[src/rtl/clk_div_prog.sv]
// Multi-channel runtime-programmable clock divider with registered rise/fall tick strobes.
// Define CLKDIV_PHASE_SYNC_EN to add the sync_req input that phase-aligns all running channels.
module clk_div_prog #(
  parameter int CH          = 2,
  parameter int CNT_W       = 16,
  parameter int DIV_DEFAULT = 750
) (
  input  logic                  clk,
  input  logic                  rst,
  input  logic [CH-1:0]         en,
  input  logic [CH*CNT_W-1:0]   div_in,
  input  logic [CH-1:0]         div_load,
`ifdef CLKDIV_PHASE_SYNC_EN
  input  logic                  sync_req,
`endif
  output logic [CH-1:0]         div_pend,
  output logic [CH-1:0]         clkout,
  output logic [CH-1:0]         tick_rise,
  output logic [CH-1:0]         tick_fall
);

  localparam logic [CNT_W-1:0] DIV_RST = CNT_W'(DIV_DEFAULT);

  logic sync;
`ifdef CLKDIV_PHASE_SYNC_EN
  assign sync = sync_req;
`else
  assign sync = 1'b0;
`endif

  for (genvar i = 0; i < CH; i++) begin : g_ch
    logic [CNT_W-1:0] cnt;
    logic [CNT_W-1:0] div_act;
    logic [CNT_W-1:0] pend_val;
    logic [CNT_W-1:0] div_new;
    logic             pend_q;
    logic             clk_q;
    logic             rise_q;
    logic             fall_q;
    logic             boundary;

    assign div_new  = div_in[i*CNT_W +: CNT_W];
    assign boundary = (cnt == div_act);

    // NOTE: every register here is assigned with <= so all channel state updates
    // from the same pre-edge values; blocking writes would leak new values into later tests.
    always_ff @(posedge clk) begin
      if (rst) begin
        cnt      <= '0;
        div_act  <= DIV_RST;
        pend_val <= '0;
        pend_q   <= 1'b0;
        clk_q    <= 1'b0;
        rise_q   <= 1'b0;
        fall_q   <= 1'b0;
      end else if (!en[i] || sync) begin
        // Idle and phase sync both park the channel at the start of a low half-period,
        // so a divisor change here cannot glitch; apply it immediately.
        cnt    <= '0;
        clk_q  <= 1'b0;
        rise_q <= 1'b0;
        fall_q <= 1'b0;
        if (div_load[i]) begin
          div_act <= div_new;
          pend_q  <= 1'b0;
        end else if (pend_q) begin
          div_act <= pend_val;
          pend_q  <= 1'b0;
        end
      end else if (boundary) begin
        cnt    <= '0;
        clk_q  <= ~clk_q;
        rise_q <= ~clk_q;
        fall_q <= clk_q;
        // A load in the boundary cycle governs the half-period starting now.
        if (div_load[i]) begin
          div_act <= div_new;
          pend_q  <= 1'b0;
        end else if (pend_q) begin
          div_act <= pend_val;
          pend_q  <= 1'b0;
        end
      end else begin
        cnt    <= cnt + CNT_W'(1);
        rise_q <= 1'b0;
        fall_q <= 1'b0;
        if (div_load[i]) begin
          pend_val <= div_new;
          pend_q   <= 1'b1;
        end
      end
    end

    assign div_pend[i]  = pend_q;
    assign clkout[i]    = clk_q;
    assign tick_rise[i] = rise_q;
    assign tick_fall[i] = fall_q;
  end

endmodule

[config.mk]
export PLATFORM = sky130hd
export DESIGN_NAME = clk_div_prog
export DESIGN_NICKNAME = d
export VERILOG_FILES = /design/src/rtl/clk_div_prog.sv
export SDC_FILE = /design/constraint.sdc
export NUM_CORES = 1
export LEC_CHECK = 0
export CORE_ASPECT_RATIO = 0.9
export CORE_MARGIN = 4
export CORE_UTILIZATION = 57
export CTS_CLUSTER_SIZE = 28
export DETAILED_ROUTE_END_ITERATION = 10
export PLACE_DENSITY = 0.86
export SLEW_MARGIN = 20
export SYNTH_ARGS = -nofsm -noshare
export SYNTH_HDL_FRONTEND = slang
export SYNTH_SLANG_ARGS = --single-unit
[constraint.sdc]
create_clock -name clk -period 2.6 [get_ports clk]
set_input_delay 0.39 -clock clk [delete_from_list [all_inputs] [get_ports clk]]
set_output_delay 0.39 -clock clk [all_outputs]
set_load 0.1 [all_outputs]
Word-level counts from Yosys, hierarchy flattened --
Index checks and enable logic that the tools add are counted.
Word-level totals: output and inout bits 8, input bits 38, register bits 104
Cells by class: reductions and logical operators 8, add/sub/neg operators 2, eq/ne operators 4, bitwise operators 6, multiplexer cells 8
Operators by type and width (count):
- $mux 16 | 8
- $add 16x1->16 const B | 2
- $eq 16x16->1 | 2
- $reduce_or 3->1 | 4
- $not 1->1 | 6
- $reduce_and 3->1 | 2
- $ne 2x1->1 const B | 2
- $reduce_or 2->1 | 2

Longest topological paths before layout --
Gate-level depths: netlist of the first run.
word-level depth 4, depth in mapped cells 8

Worst setup path before layout of the first run --
No wires, ideal clock.
path type reg2reg, start point register g_ch[0].cnt[3], end point register g_ch[0].pend_val[10], arrival time 1.721 ns, setup time 0.120 ns, stages on the path, launching flop included 9, slack 0.760 ns, data required time 2.480 ns, cells stage by stage dfxtp_1 clkbuf_1 xor2_1 nor4_2 nand4_2 and3_1 buf_6 buf_6 mux2i_1
On the way: longest elaborated chain between the ends 3
RTL lines:
- from (decl) | RTL line 32 | logic [CNT_W-1:0] cnt;
- from (signal assigned) | RTL line 84 | cnt <= cnt + CNT_W'(1);
- $eq 16x16->1 | RTL line 43 | assign boundary = (cnt == div_act);
- $not 1->1 (no line)
- $reduce_and 3->1 (no line)
- to (signal assigned) | RTL line 88 | pend_val <= div_new;
- to (decl) | RTL line 34 | logic [CNT_W-1:0] pend_val;
Every way passes these cells. A chain may end at the register's enable or synchronous reset.

Final worst setup path of the first run --
start point register g_ch[0].cnt[4], end point register g_ch[0].div_act[4]
On the way: longest elaborated chain between the ends 2
RTL lines:
- $eq 16x16->1 | RTL line 43
- $ne 2x1->1 (no line)
- to (signal assigned) | RTL line 64 | div_act <= div_new;
- to (signal assigned) | RTL line 67 | div_act <= pend_val;
- to (signal assigned) | RTL line 77 | div_act <= div_new;
- to (decl) | RTL line 33 | logic [CNT_W-1:0] div_act;
Every way passes these cells.

==> results of run 1 <==
==> cells by family (layout without fill, tap and decap cells) <==
family,after synthesis,in the layout,synth area share [%]
and+or+nand+nor,165,165,19.03
DFF,104,104,43.86
AOI/OAI and AO/OA,38,38,6.220
xor gates and xnor gates,62,62,11.44
buffers and inverters,53,84,5.429
adders and majority gates,2,2,0.5271
muxes,64,64,13.49
==> path summary, 6_finish.rpt <==
kind,start,end,slack (ps),depth (start not counted)
min,g_ch[1].clk_q,g_ch[1].rise_q,470,1
max reg2reg,g_ch[0].cnt[4],g_ch[0].div_act[4],250,5
min reg2reg,g_ch[1].clk_q,g_ch[1].rise_q,470,1
max,g_ch[0].cnt[4],g_ch[0].div_act[4],250,5
==> worst max-delay path, delay by kind of cell (launching register included) <==
kind	cells	cell delay, ps
AND/OR/NAND/NOR	2	740
XOR/XNOR	1	120
flip-flops	1	440
AO/OA/AOI/OAI	2	910
==> state kept, by name, indices dropped and copies added (netlist names) <==
name	flops
g_ch.rise_q	2
g_ch.pend_q	2
g_ch.fall_q	2
g_ch.pend_val	32
g_ch.div_act	32
g_ch.cnt	32
g_ch.clk_q	2
==> Yosys cell counts, types with 3 or more instances <==
cell and instances:
nand3_1 13, mux2i_1 64, nand4_1 4, o22ai_1 18, xor2_1 46, nor3_1 8, a2bb2oi_1 14, dfxtp_1 104
nand2b_1 66, and3_1 11, nor4_1 8, clkbuf_1 17, nand2_1 7, inv_1 22, buf_4 9, xnor2_1 16
buf_6 3, nor2_1 42
==> layout make-up <==
type,count,area [um2]
well taps,99,123.9
multi-input cells,331,2407
flip-flops and latches,104,2082
fillers,614,2693
repair buffers,48,447.9
clock buffers,9,123.9
clock inverters,5,107.6
inverters,22,82.58
==> per-stage QoR <==
| stage | total power, W | util (%) | hold WS [ps] | std cells |
|---|---|---|---|---|
| 4_1_cts | 0.003220 | 66.63 | 479.6 | 618 |
| 5_1_grt | 0.003328 | 66.63 | 493.3 | 618 |
| 3_3_place_gp | 0.002055 | 63.76 | 448.6 | 604 |
| 3_5_place_dp | 0.002068 | 63.76 | 465.5 | 604 |
| 6_report | 0.003200 | 66.63 | 469.1 | 618 |
| 2_1_floorplan | 0.001955 | - | 424.9 | 488 |
==> metal layers <==
| metal | share of wire, % | wire [um] |
|---|---|---|
| met5 | 0 | 0 |
| met3 | 6.1 | 602 |
| met2 | 47 | 4610 |
| met1 | 46 | 4517 |
| met4 | 1.2 | 123 |
==> power by group through the flow <==
stage	sequential (W)	combinational (W)	clock, W
after global routing	0.00171	0.000363	0.00126
after CTS	0.00170	0.000333	0.00119
after global placement	0.00173	0.000321	0
after floorplan	0.00172	0.000232	0
final	0.00170	0.000333	0.00117
after detailed placement	0.00174	0.000331	0
==> results.cfg, run 1 <==
[timing]
min_period_over_period_pct = 90.47
fin_ws_ps = 247.7
tightest_slew_ps = 1002
fin_skew_ps = 14.02
hold_viol_final = 0
maxSlewHeadroom_pct = 33.21
setup_tns_ps = 0
rsz0062_at_grt = no
min_period_ps = 2352
slew_violations = 0
fmax_mhz = 425.1
setup_viol_count_final = 0

[pwr]
switchingPower_w = 0.0007390
seqPwrFrac_pct = 53.2
clkPwrFrac_pct = 36.4
leakagePower_nw = 2.120
intPower_w = 0.002461
power_density_nw_per_um2 = 595.3
swShare_pct = 23.09
comb_power_share_pct = 10.4
ir_worst_vdd_mv = 0.3334

[grt]
busiest_layer = met2
grt_max_degree = 42
grt_use_met2_pct = 34.63
use_met3_pct = 4.921
overflow = 0
met1_usage_pct = 27.32
grt_pass1_vias = 3445
grt_usage_pct = 20.86
grt_pass1_wl_um = 16510
antenna_found_initial = 0

[clocking]
ctsRootBufferMaster = clkbuf_8
path_clk_slew_ps = 100
ctsHoldBuffers = 0
cts_buffer_depth = 2
clock-sinks = 104
postCtsResizedCells = 0
post_cts_buffers = 0
cts_made_buffers = 9
cts_tree = done
worstSkewPairLatency_ps = 370
htree_num_levels = 3

[route]
ant_nets = 0
dr.pass1.iters = 4
drtIter0Drc = 107
drc = 0
route.vias.total = 3458
wirelength_um = 9853
avgRoutedWirePerCell_um = 15.94
viasPerCell = 5.595

[floorplan]
die-area_um2 = 9854
fp.coreArea_um2 = 8068
ios = 46
start_util_pct = 58.84
rows = 31
die_y_um = 94.58
dieWidth_um = 104.2

[final_layout]
diodes = 0
final_cell_mix = dfxtp_1, nand2b_1, mux2i_1, xor2_1, nor2_1
layout-drive-gt1-share_pct = 6.358
design_area_um2 = 5375
fin_nets = 556
flow.area_growth_from_synthesis_pct = 13.23
final_common_cell = dfxtp_1

[synth]
synthTopCellsByArea = dfxtp_1, mux2i_1, nand2b_1
synth-async-reset-ratio_pct = 0
ys_seq_area_share_pct = 43.86
synth_seq_cells = 104
synth-edff-count = 0
netlist_area_um2 = 4747
ys_warn_count = 0
synth_top_cell_by_area = dfxtp_1
synth.avg_cell_area_um2 = 9.728
synth_nets = 528
ys_types = 27
syn_inst = 488
yosysTopAreaCellShare_pct = 43.86
ys_dominant_reg_cell = dfxtp_1

[critical_path]
arrival_ps = 2580
max_stage_delay_ps = 730
endpoint_kind = flip-flop
cp_slowest_cell = a21oi_2
crit_chain = xor2_1, nor4_2, nand4_2, a21oi_2, o22ai_1
crit_fanout = 16
required_ps = 2830
critical_path_class = flip-flop to flip-flop
start_kind = flip-flop

[job]
max_cap_viol_count = 0

[min_path]
hp-class = flip-flop to flip-flop

[placement]
io_buffers = 45
place_worst_setup_slack_ps = 316.3
gp_congestion = 0.9012
dpl_cell_area_um2 = 5144
dpl.hpwl_um = 6995

[outcome]
status = finished clean
Power figures use the tool's default switching activity.
==> run 2: changes to the inputs <==
--- a/config.mk
+++ b/config.mk
@@ -15,3 +15,4 @@
 export SYNTH_ARGS = -nofsm -noshare
 export SYNTH_HDL_FRONTEND = slang
 export SYNTH_SLANG_ARGS = --single-unit
+export TNS_END_PERCENT = 30
==> results of run 2 <==
The final DEF is identical to that of run 1; final timing and power are the same.
==> run 3: changes to the inputs <==
--- a/config.mk
+++ b/config.mk
@@ -6,11 +6,11 @@
 export NUM_CORES = 1
 export LEC_CHECK = 0
 export CORE_ASPECT_RATIO = 0.9
-export CORE_MARGIN = 4
-export CORE_UTILIZATION = 57
+export CORE_UTILIZATION = 61
 export CTS_CLUSTER_SIZE = 28
 export DETAILED_ROUTE_END_ITERATION = 10
-export PLACE_DENSITY = 0.86
+export HOLD_SLACK_MARGIN = 0.08
+export PLACE_DENSITY = 0.9
 export SLEW_MARGIN = 20
 export SYNTH_ARGS = -nofsm -noshare
 export SYNTH_HDL_FRONTEND = slang
==> constraint.sdc (replaced) <==
create_clock -name clk -period 2.75 [get_ports clk]
set_input_delay 0.4125 -clock clk [delete_from_list [all_inputs] [get_ports clk]]
set_output_delay 0.4125 -clock clk [all_outputs]
set_load 0.1 [all_outputs]
==> results.cfg, run 3 (synthesis results as in run 1) <==
[timing]
min_period_ps = 2267
fmax_mhz = 441.0
tightest_slew_ps = 1024
whs_ps = 464.5
fin_skew_ps = 10.46
slew_violations = 0
rsz0062_at_grt = no
setup_tns_ps = 0
maxSlewHeadroom_pct = 31.71
hold_viol_final = 0
setup_viol_count_final = 0
min_period_over_period_pct = 82.45

[placement]
io_buffers = 45
dpl.hpwl_um = 6948
dp_cells = 602
gp_congestion = 0.9050
dpl_cell_area_um2 = 5147

[job]
max_cap_viol_count = 0

[critical_path]
start_kind = flip-flop
endpoint_kind = flip-flop
critical_path_class = flip-flop to flip-flop
required_ps = 2960
crit_fanout = 16
arrival_ps = 2480

[pwr]
power_density_nw_per_um2 = 540.3
ir_worst_vdd_mv = 0.4114
leakagePower_nw = 2.108

[min_path]
hp-class = flip-flop to flip-flop

[route]
wirelength_um = 9805
drtIter0Drc = 188
avgRoutedWirePerCell_um = 15.89
drc = 0
ant_nets = 0
dr.pass1.iters = 4
viasPerCell = 5.579
route.vias.total = 3442

[outcome]
status = finished clean

[final_layout]
design_area_um2 = 5341
layout.cells.non_filler = 617
layout-drive-gt1-share_pct = 6.718
final_common_cell = dfxtp_1
final_cell_mix = dfxtp_1, nand2b_1, mux2i_1, xor2_1, nor2_1
fin_nets = 557
n_fill_cell = 547
flow.area_growth_from_synthesis_pct = 12.52
reg_top3 = g_ch.cnt (32), g_ch.div_act (32), g_ch.pend_val (32)
diodes = 0
fin_util_pct = 70.80

[clocking]
path_clk_slew_ps = 100
worstSkewPairLatency_ps = 370
cts_tree = done
htree_num_levels = 3
postCtsResizedCells = 0
ctsHoldBuffers = 0
post_cts_buffers = 0
ctsRootBufferMaster = clkbuf_8
clock-sinks = 104
cts_made_buffers = 9
cts_buffer_depth = 2

[floorplan]
ios = 46
start_util_pct = 62.92
rows = 30
die-area_um2 = 8139
dieWidth_um = 94.99
fp.coreArea_um2 = 7545
die_y_um = 85.69

[grt]
grt_usage_pct = 25.62
grt_pass1_vias = 3382
grt_pass1_wl_um = 15840
overflow = 0
grt_max_degree = 44
antenna_found_initial = 0
-- run 3: changes by cell type in the layout (fill, tap and decap cells not counted), sizes merged --
cell	previous run	this run
clkinvlp	0	1
bufinv	3	1
inv	22	23
clkbuf	9	10
buf	12	13
-- run 3: stage by stage --
| stage | setup slack (ps) | total power, W |
|---|---|---|
| finish | 482.5 | 0.002886 |
| global route | 304.4 | 0.002983 |
| CTS | 490.3 | 0.002896 |
| detailed placement | 484.5 | 0.001959 |
| global placement | 508.2 | 0.001947 |
| floorplan | 909.9 | 0.001848 |
-- run 3: final cells by class --
type / instances / area, um2 / area share (%)
multi-input cells: 331 / 2407 / 45.07
flip-flops and latches: 104 / 2082 / 38.98
repair buffers: 49 / 455.4 / 8.527
clock buffers: 10 / 137.6 / 2.577
well taps: 96 / 120.1 / 2.249
inverters: 22 / 82.58 / 1.546
clock inverters: 5 / 56.30 / 1.054
-- run 3: final timing paths --
check	startpoint	to	slack (ps)	cells after the start
min	g_ch[0].clk_q	g_ch[0].rise_q	460	1
max reg2reg	g_ch[0].cnt[11]	g_ch[0].pend_val[5]	480	5
max	g_ch[0].cnt[11]	g_ch[0].pend_val[5]	480	5
min reg2reg	g_ch[0].clk_q	g_ch[0].rise_q	460	1
-- run 3: routing by layer --
layer | vias to the layer above | part of all wire [%] | global-route usage [%]
met4 | 0 | 1.3 | 7.851
met5 | - | 0 | 0
met1 | 1643 | 46 | 32.96
li1 | 1696 | - | -
met3 | 14 | 4.4 | 7.004
met2 | 89 | 48 | 41.86
-- run 3: power by group --
group | switching [W] | internal, W | total [W]
registers | 0.0000419 | 0.00157 | 0.00161
clock network | 0.000517 | 0.000441 | 0.000958
logic | 0.000155 | 0.000166 | 0.000321
total | 0.000714 | 0.00217 | 0.00289
-- run 3: critical path, stage by stage, from the launching register on --
cell,delay [ps]
dfxtp_1,370
xor2_1,170
nor4_1,380
nand4_2,310
and3_1,630
mux2i_1,240
